`config.mk`:
```
export PLATFORM = sky130hd
export DESIGN_NAME = lock_code_ctrl_flat
export DESIGN_NICKNAME = d
export VERILOG_FILES = /design/src/rtl/lock_code_ctrl_if.sv /design/src/rtl/lock_code_ctrl.sv /design/src/flat_wrapper.sv
export SDC_FILE = /design/constraint.sdc
export NUM_CORES = 1
export LEC_CHECK = 0
export BUFFER_PORTS_ARGS = -buffer_cell sky130_fd_sc_hd__buf_2
export CORE_ASPECT_RATIO = 0.9
export CORE_MARGIN = 2
export CORE_UTILIZATION = 30
export DETAILED_ROUTE_END_ITERATION = 8
export PLACE_DENSITY = 0.5
export SYNTH_ARGS = -nofsm -noshare
export SYNTH_HDL_FRONTEND = slang
export SYNTH_SLANG_ARGS = --single-unit
```
`constraint.sdc`:
```
create_clock -name clock -period 5.3 [get_ports clock]
set_input_delay 0.265 -clock clock [delete_from_list [all_inputs] [get_ports clock]]
set_output_delay 0.265 -clock clock [all_outputs]
set_load 0.005 [all_outputs]
```
`src/rtl/lock_code_ctrl_if.sv`:
```
// rtl/lock_code_ctrl_if.sv - key event input and lock status bundle for lock_code_ctrl
interface lock_code_ctrl_if;
  logic       key_valid;
  logic [3:0] key_code;
  logic       unlocked;
  logic       alarm;
  logic [3:0] digit_cnt;
  logic [2:0] err_cnt;
  logic [1:0] state;

  modport master (
    output key_valid, key_code,
    input  unlocked, alarm, digit_cnt, err_cnt, state
  );

  modport slave (
    input  key_valid, key_code,
    output unlocked, alarm, digit_cnt, err_cnt, state
  );
endinterface

```
`src/rtl/lock_code_ctrl.sv`:
```
// rtl/lock_code_ctrl.sv - keypad combination lock with lockout, auto-relock and code change
module lock_code_ctrl #(
  parameter int                     PW_DIGITS      = 4,
  parameter logic [4*PW_DIGITS-1:0] DEFAULT_PW     = 16'h1234,
  parameter int                     MAX_TRIES      = 3,
  parameter int                     LOCKOUT_CYCLES = 50_000_000,
  parameter int                     RELOCK_CYCLES  = 500_000_000
) (
  input logic              clock,
  input logic              rst_n,
  lock_code_ctrl_if.slave  bus
);

  localparam int BW   = 4 * PW_DIGITS;
  localparam int TMAX = (LOCKOUT_CYCLES > RELOCK_CYCLES) ? LOCKOUT_CYCLES : RELOCK_CYCLES;
  localparam int TW   = $clog2(TMAX + 1);

  localparam logic [3:0] KEY_ENTER = 4'hA;
  localparam logic [3:0] KEY_CLEAR = 4'hB;
  localparam logic [3:0] KEY_LOCK  = 4'hC;
  localparam logic [3:0] KEY_SET   = 4'hD;

  typedef enum logic [1:0] {
    ST_LOCKED   = 2'd0,
    ST_UNLOCKED = 2'd1,
    ST_SET_PW   = 2'd2,
    ST_LOCKOUT  = 2'd3
  } st_t;

  st_t             st_q, st_d;
  logic [BW-1:0]   entry_q, entry_d;
  logic [BW-1:0]   code_q, code_d;
  logic [3:0]      cnt_q, cnt_d;
  logic [2:0]      err_q, err_d;
  logic [TW-1:0]   tmr_q, tmr_d;
  logic            unl_q, alm_q;
  logic            full;

  assign full = (cnt_q == 4'(PW_DIGITS));

  always_comb begin
    st_d    = st_q;
    entry_d = entry_q;
    code_d  = code_q;
    cnt_d   = cnt_q;
    err_d   = err_q;
    tmr_d   = tmr_q;

    if (st_q == ST_LOCKOUT) begin
      entry_d = '0;
      cnt_d   = '0;
      if (tmr_q == TW'(LOCKOUT_CYCLES - 1)) begin
        st_d  = ST_LOCKED;
        err_d = '0;
        tmr_d = '0;
      end else begin
        tmr_d = tmr_q + 1'b1;
      end
    end else if (st_q != ST_LOCKED && tmr_q == TW'(RELOCK_CYCLES - 1)) begin
      // timeout beats any key arriving in the same cycle
      st_d    = ST_LOCKED;
      entry_d = '0;
      cnt_d   = '0;
      tmr_d   = '0;
    end else begin
      if (st_q == ST_LOCKED || bus.key_valid)
        tmr_d = '0;
      else
        tmr_d = tmr_q + 1'b1;

      if (bus.key_valid) begin
        if (bus.key_code <= 4'd9) begin
          if (!full) begin
            entry_d = (entry_q << 4) | BW'(bus.key_code);
            cnt_d   = cnt_q + 4'd1;
          end
        end else begin
          case (bus.key_code)
            KEY_ENTER: begin
              entry_d = '0;
              cnt_d   = '0;
              if (st_q == ST_LOCKED) begin
                if (full && entry_q == code_q) begin
                  st_d  = ST_UNLOCKED;
                  err_d = '0;
                end else begin
                  err_d = err_q + 3'd1;
                  if (err_q + 3'd1 == 3'(MAX_TRIES))
                    st_d = ST_LOCKOUT;
                end
              end else if (st_q == ST_SET_PW) begin
                if (full)
                  code_d = entry_q;
                st_d = ST_UNLOCKED;
              end
            end
            KEY_CLEAR: begin
              entry_d = '0;
              cnt_d   = '0;
            end
            KEY_LOCK: begin
              if (st_q != ST_LOCKED) begin
                st_d    = ST_LOCKED;
                entry_d = '0;
                cnt_d   = '0;
              end
            end
            KEY_SET: begin
              if (st_q == ST_UNLOCKED) begin
                st_d    = ST_SET_PW;
                entry_d = '0;
                cnt_d   = '0;
              end
            end
            default: ;
          endcase
        end
      end
    end
  end

  always_ff @(posedge clock or negedge rst_n) begin
    if (!rst_n) begin
      st_q    <= ST_LOCKED;
      entry_q <= '0;
      code_q  <= DEFAULT_PW;
      cnt_q   <= '0;
      err_q   <= '0;
      tmr_q   <= '0;
      unl_q   <= 1'b0;
      alm_q   <= 1'b0;
    end else begin
      st_q    <= st_d;
      entry_q <= entry_d;
      code_q  <= code_d;
      cnt_q   <= cnt_d;
      err_q   <= err_d;
      tmr_q   <= tmr_d;
      unl_q   <= (st_d == ST_UNLOCKED) || (st_d == ST_SET_PW);
      alm_q   <= (st_d == ST_LOCKOUT);
    end
  end

  assign bus.unlocked  = unl_q;
  assign bus.alarm     = alm_q;
  assign bus.digit_cnt = cnt_q;
  assign bus.err_cnt   = err_q;
  assign bus.state     = st_q;

endmodule

```
`src/flat_wrapper.sv`:
```
// flat-port wrapper written by rule: the top's interface ports become plain ports
module lock_code_ctrl_flat 
#(
  parameter int                     PW_DIGITS      = 4,
  parameter logic [4*PW_DIGITS-1:0] DEFAULT_PW     = 16'h1234,
  parameter int                     MAX_TRIES      = 3,
  parameter int                     LOCKOUT_CYCLES = 50_000_000,
  parameter int                     RELOCK_CYCLES  = 500_000_000
)
  (clock, rst_n, bus_key_valid, bus_key_code, bus_unlocked, bus_alarm, bus_digit_cnt, bus_err_cnt, bus_state);
  lock_code_ctrl_if bus_i ();
  input logic clock;
  input logic rst_n;
  input wire logic [$bits(bus_i.key_valid)-1:0] bus_key_valid;
  input wire logic [$bits(bus_i.key_code)-1:0] bus_key_code;
  output wire logic [$bits(bus_i.unlocked)-1:0] bus_unlocked;
  output wire logic [$bits(bus_i.alarm)-1:0] bus_alarm;
  output wire logic [$bits(bus_i.digit_cnt)-1:0] bus_digit_cnt;
  output wire logic [$bits(bus_i.err_cnt)-1:0] bus_err_cnt;
  output wire logic [$bits(bus_i.state)-1:0] bus_state;
  assign bus_i.key_valid = bus_key_valid;
  assign bus_i.key_code = bus_key_code;
  assign bus_unlocked = bus_i.unlocked;
  assign bus_alarm = bus_i.alarm;
  assign bus_digit_cnt = bus_i.digit_cnt;
  assign bus_err_cnt = bus_i.err_cnt;
  assign bus_state = bus_i.state;
  lock_code_ctrl #(.PW_DIGITS(PW_DIGITS), .DEFAULT_PW(DEFAULT_PW), .MAX_TRIES(MAX_TRIES), .LOCKOUT_CYCLES(LOCKOUT_CYCLES), .RELOCK_CYCLES(RELOCK_CYCLES)) u_core (.clock(clock), .rst_n(rst_n), .bus(bus_i));
endmodule
```
# Word-level counts from Yosys, hierarchy flattened
# Cells that the tools add are included.
[op_classes]
n_lt_le_gt_ge = 1
bitwise_logic = 5
addsub = 3
n_mux = 40
n_reduce_logical = 15
n_eq_ne = 21
[ops]
columns = ["cell", "count"]
rows = [
  ["$mux 29", 4],
  ["$mux 16", 7],
  ["$pmux 16 s3", 1],
  ["$add 29x1->29 const B", 1],
  ["$eq 29x26->1 const B", 1],
  ["$eq 29x29->1 const B", 1],
  ["$mux 4", 7],
  ["$mux 3", 8],
  ["$mux 2", 11],
  ["$eq 16x16->1", 1],
  ["$eq 4x4->1 const B", 4],
  ["$or 16x4->16", 1],
  ["$pmux 4 s3", 1],
  ["$ne 5x1->1 const B", 2],
  ["$eq 2x2->1 const B", 4],
  ["$reduce_and 8->1", 1],
  ["$reduce_bool 2->1", 4],
  ["$pmux 2 s3", 1],
  ["$reduce_and 6->1", 1],
  ["$reduce_bool 6->1", 1],
  ["$reduce_and 5->1", 1],
  ["$add 4x1->4 const B", 1],
  ["$eq 2x1->1 const B", 2],
  ["$eq 4x3->1 const B", 1],
  ["other kinds (12)", 18],
]
[word_totals]
register_bits = 72
output_inout_bits = 11

# Depth between registers and ports, before layout
[depth]
depth_word = 12
depth_mapped = 9
mapped_depth_nobuf = 8

# Worst setup path before layout
# OpenSTA, ideal clock, no wires.
[synth_path]
kind = "reg2reg"
startpoint = "reg u_core.st_q[1] (netlist: u_core.bus.state[1])"
endpoint = "reg u_core.unl_q (netlist: u_core.bus.unlocked)"
setup_time_ns = 0.126
required_ns = 5.174
path_buffers = 0
path_slack_ns = 2.835
period_less_slack_ns = 2.465
t_arrival_ns = 2.339
stages_incl_launch_ff = 9
cell_sequence = "dfrtp_1 > inv_1 > ha_1 > or4bb_1 > nor4_4 > a21o_4 > a311oi_1 > a221o_1 > ha_1"
[synth_via]
elab_chain_cells = 10
word_cells_on_any_way = 21
cone_classes = "eq/ne (5); mux (12); reduce/logical (4)"
[synth_rtl]
columns = ["item", "line", "rtl"]
rows = [
  ["from (decl)", "lock_code_ctrl.sv:30", "st_t st_q, st_d;"],
  ["from (signal assigned)", "lock_code_ctrl.sv:133", "st_q <= st_d;"],
  ["$eq 2x2->1 / $mux 2 (equally long branches)", "lock_code_ctrl.sv:91, lock_code_ctrl.sv:88", ""],
  ["$mux 2 (on tied branches)", "lock_code_ctrl.sv:91, lock_code_ctrl.sv:83", ""],
  ["$mux 2", "lock_code_ctrl.sv:82", "if (st_q == ST_LOCKED) begin"],
  ["$pmux 2 s3", "lock_code_ctrl.sv:78", "case (bus.key_code)"],
  ["$mux 2", "lock_code_ctrl.sv:72", "if (bus.key_code <= 4'd9) begin"],
  ["$mux 2", "lock_code_ctrl.sv:71", "if (bus.key_valid) begin"],
  ["$mux 2", "lock_code_ctrl.sv:59", "end else if (st_q != ST_LOCKED && tmr_q == TW'(RELOCK_CYCLES - 1)) begin"],
  ["$mux 2 (*)", "lock_code_ctrl.sv:49", "if (st_q == ST_LOCKOUT) begin"],
  ["$eq 2x1->1 / $eq 2x2->1 (equally long branches)", "lock_code_ctrl.sv:139", "unl_q <= (st_d == ST_UNLOCKED) || (st_d == ST_SET_PW);"],
  ["$logic_or 1x1->1 (*)", "lock_code_ctrl.sv:139", ""],
  ["to (signal assigned)", "lock_code_ctrl.sv:139", ""],
  ["to (decl)", "lock_code_ctrl.sv:36", "logic unl_q, alm_q;"],
]
# Every way passes the cells marked *; elsewhere a longest branch is shown, timed or not.
# A chain may end at the register's enable or synchronous reset.

# Final worst setup path
[layout_path]
startpoint = "reg u_core.st_q[1] (netlist: u_core.bus.state[1])"
endpoint = "reg u_core.tmr_q[17]"
[layout_via]
elab_chain_cells = 5
word_cells_on_any_way = 8
cone_classes = "eq/ne (1); mux (3); reduce/logical (4)"
[layout_rtl]
columns = ["item", "line", "rtl"]
rows = [
  ["$logic_not 2->1", "lock_code_ctrl.sv:66", "if (st_q == ST_LOCKED || bus.key_valid)"],
  ["$logic_or 1x1->1", "lock_code_ctrl.sv:66", ""],
  ["$mux 29", "lock_code_ctrl.sv:66", ""],
  ["$mux 29", "lock_code_ctrl.sv:59", ""],
  ["$mux 29 (*)", "lock_code_ctrl.sv:49", ""],
  ["via u_core.tmr_d[17]", "lock_code_ctrl.sv:35", "logic [TW-1:0] tmr_q, tmr_d;"],
  ["to (signal assigned)", "lock_code_ctrl.sv:138", "tmr_q <= tmr_d;"],
  ["to (decl)", "lock_code_ctrl.sv:35", ""],
]
# The timed path passes the listed nets; every way through them passes the cells marked *.

==> results.json <==
{
  "final.setup_skew_ns": 0.00254,
  "synth_area_leader_cell": "dfrtp_1",
  "io_buffers": 17,
  "ctsHtreeMaxLevel": 3,
  "antennaDiodeCount": 0,
  "synth_fa_ha_area_share_pct": 3.85,
  "synthMuxAreaShare_pct": 6.64,
  "clk_pin_slew_worst_paths_ns": 0.05,
  "clk_latency_ns": 0.33,
  "placementRows": 39,
  "syn-num-nets": 373,
  "worstMarginPinSlew_ns": 0.924,
  "die_area_mm2": 0.0139,
  "p_per_area_mw_per_mm2": 414,
  "layout_min_cycle_time_ns": 2.86,
  "grt_setup_unrepaired": "false",
  "drcViolationCount": 0,
  "synth_seq_cells": 72,
  "syn_inst": 354,
  "synthArstFlopShare_pct": 100,
  "synth.distinct_cells": 56,
  "grt_max_degree": 73,
  "tritoncts": "yes",
  "dp_hpwl_mm": 5.71,
  "synth-edff-count": 0,
  "fin_cells": 544,
  "drt-initial-drc-count": 138,
  "yosys.area_share.simple_pct": 19.9,
  "ys_seq_area_share_pct": 46.4,
  "antenna_left": 0,
  "wl_per_cell_um": 15.4,
  "drtPass1Iterations": 4,
  "synth-compound-area-share_pct": 10.5,
  "p_leak_nw": 1.87,
  "cts_resized": 0,
  "synth_top_family_by_area": "simple AND/OR/NAND/NOR gates",
  "max_slew_margin_pct": 38.4,
  "hold_class": "in -> async",
  "initial_utilization_pct": 30.7,
  "grt_use_total_pct": 13.1,
  "fin_hold_ws_ns": 0.0671,
  "drv_slew": 0,
  "clk_path_buf_depth": 2,
  "nets": 394,
  "drv_cap": 0,
  "grt_pass1_vias": 2676,
  "cts_root_buffer": "clkbuf_16",
  "die-width_um": 124,
  "area_growth_pct": 13.6,
  "grt_antenna_before_repair": 0,
  "grt_pass1_wl_mm": 14.2,
  "fmax_ghz": 0.349,
  "yosys_warnings": 0,
  "synth_area_leaders": "dfrtp_1 (43%), xnor2_1 (7.9%), ha_1 (3.8%)",
  "wirelength_mm": 8.36,
  "crit_arrival_ns": 3.05,
  "cts_setup_buffers": 0,
  "peakVddDrop_mv": 0.154,
  "numCtsBuffers": 9,
  "start_kind": "flop",
  "regToRegEndpoint": "u_core.tmr_q[17]",
  "core_area_mm2": 0.0127,
  "regToRegSetupSlack_ns": 2.44,
  "place_congestion": 0.804,
  "via_count": 2696,
  "dpl.cell_count": 528,
  "finalSetupViolCount": 0,
  "report.final.hold_viol_count": 0,
  "vias_per_cell": 4.96,
  "netlist.area_leader.share_pct": 43.0,
  "timing.rr.start": "u_core.bus.state[1]",
  "overflow": 0,
  "drive_gt1_share_pct": 16.6,
  "final.setup.tns_ns": 0,
  "crit_type": "reg -> reg",
  "path_max_fanout": 28,
  "outcome": "complete, no violations",
  "cts_hold_buffers": 0,
  "die_h_um": 112,
  "fillers": 1300,
  "synthXorXnorAreaFrac_pct": 9.66,
  "end_kind": "flop",
  "required_ns": 5.48,
  "min_period_over_period_pct": 54.0,
  "clock_sinks": 72,
  "synth_area_mm2": 0.00390,
  "worstRegToRegCells": 7,
  "syn_area_per_cell_um2": 11.0,
  "ios": 18,
  "synthFlopType": "dfrtp_1",
  "final_util_pct": 34.9
}
[cells by family after synthesis]
kind of cell | count (synthesis)
simple gates | 131
flops | 72
compound gates | 52
xor+xnor | 43
buf+inv | 24
mux | 20
fa+ha+maj | 12
[report_power, final]
| group | leakage [nW] | internal (mW) | total, mW | switching, mW |
|---|---|---|---|---|
| Combinational | 0.771 | 0.224 | 0.511 | 0.287 |
| Clock | 0.139 | 0.354 | 0.574 | 0.220 |
| Sequential | 0.955 | 0.641 | 0.751 | 0.110 |
| Total | 1.87 | 1.22 | 1.84 | 0.617 |
[worst max-delay path by stage]
stage | start | to | slack [ns] | depth (start not counted)
2_1_floorplan | u_core.bus.state[1] | u_core.bus.unlocked | 2.83 | 8
3_3_place_gp | u_core.bus.state[1] | u_core.tmr_q[24] | 2.58 | 7
3_5_place_dp | u_core.bus.state[1] | u_core.tmr_q[17] | 2.43 | 7
4_1_cts | u_core.bus.state[1] | u_core.tmr_q[17] | 2.40 | 7
5_1_grt | u_core.bus.state[1] | u_core.tmr_q[20] | 2.22 | 7
6_report | u_core.bus.state[1] | u_core.tmr_q[17] | 2.44 | 7
[final cells by class]
| cell class | count | area (um2) | share of cell area, % |
|---|---|---|---|
| Clock buffer | 14 | 274 | 6.18 |
| Inverter | 15 | 56.3 | 1.27 |
| Timing Repair Buffer | 19 | 103 | 2.32 |
| Sequential cell | 72 | 1810 | 40.8 |
| Tap cell | 164 | 205 | 4.63 |
| Multi-Input combinational cell | 258 | 1970 | 44.5 |
| Clock inverter | 2 | 12.5 | 0.282 |
[layout by cell type, fill, tap and decap left out, drive strengths merged, types with 2 or more instances in the layout]
cell type  instances
nor2              33
inv               15
a31oi              2
o21ai              7
dfrtp             67
nor3               7
nor4b              2
nand3             17
xor2               8
a22o              17
nand2b             3
or4b               2
nor4              11
nor2b              4
o211ai             3
mux2i              3
and3               6
a21o               2
xnor2             35
nand3b             3
or4bb              2
clkbuf            14
mux2              17
a221o              2
a21oi              7
o2111ai            2
or4                2
dfstp              5
nand2             14
buf               19
nand4             13
and4               5
and2               3
ha                12
[sequential cells by signal, summed over array words and instances, names as in the netlist]
signal	count
u_core.bus.state	2
u_core.code_q	16
u_core.bus.digit_cnt	4
u_core.bus.unlocked	1
u_core.bus.alarm	1
u_core.bus.err_cnt	3
u_core.tmr_q	29
u_core.entry_q	16
[layer usage]
layer,GRT usage [%],part of all wire (%)
met1,20.2,54
met2,17.3,42
met3,2.85,3.2
met4,5.62,1.6
met5,0,0
[synthesized netlist by cell type, types with 3 or more instances]
cell      number
dfrtp_1       67
xnor2_1       35
nor2_1        33
a22o_1        17
nand3_1       17
inv_1         15
nand2_1       14
ha_1          12
nand4_1       12
mux2_4        10
nor4_1         8
xor2_1         8
mux2_2         7
nor3_1         7
o21ai_0        7
a21oi_1        6
and3_1         6
and4_1         5
dfstp_2        5
buf_2          4
nor2b_1        4
and2_1         3
buf_6          3
mux2i_1        3
nand2b_1       3
nand3b_1       3
nor4_4         3
o211ai_1       3
[stage by stage]
| stage | setup slack [ns] | cell area [um2] | total power [mW] |
|---|---|---|---|
| after global routing | 2.22 | 4430 | 1.96 |
| after global placement | 2.58 | 4150 | 1.27 |
| after floorplan | 2.83 | 3900 | 1.11 |
| after detailed placement | 2.43 | 4150 | 1.27 |
| after CTS | 2.40 | 4430 | 1.86 |
| final | 2.44 | 4430 | 1.84 |
[critical path, stage by stage (launching register included)]
cell and delay [ns]:
dfrtp_1 0.54, inv_1 0.15, ha_1 0.30, or4bb_1 0.55, nor4_4 0.22, a21oi_1 0.19, a21oi_4 0.62, nor2_1 0.12
No activity file was read; power rests on OpenSTA's default activity.
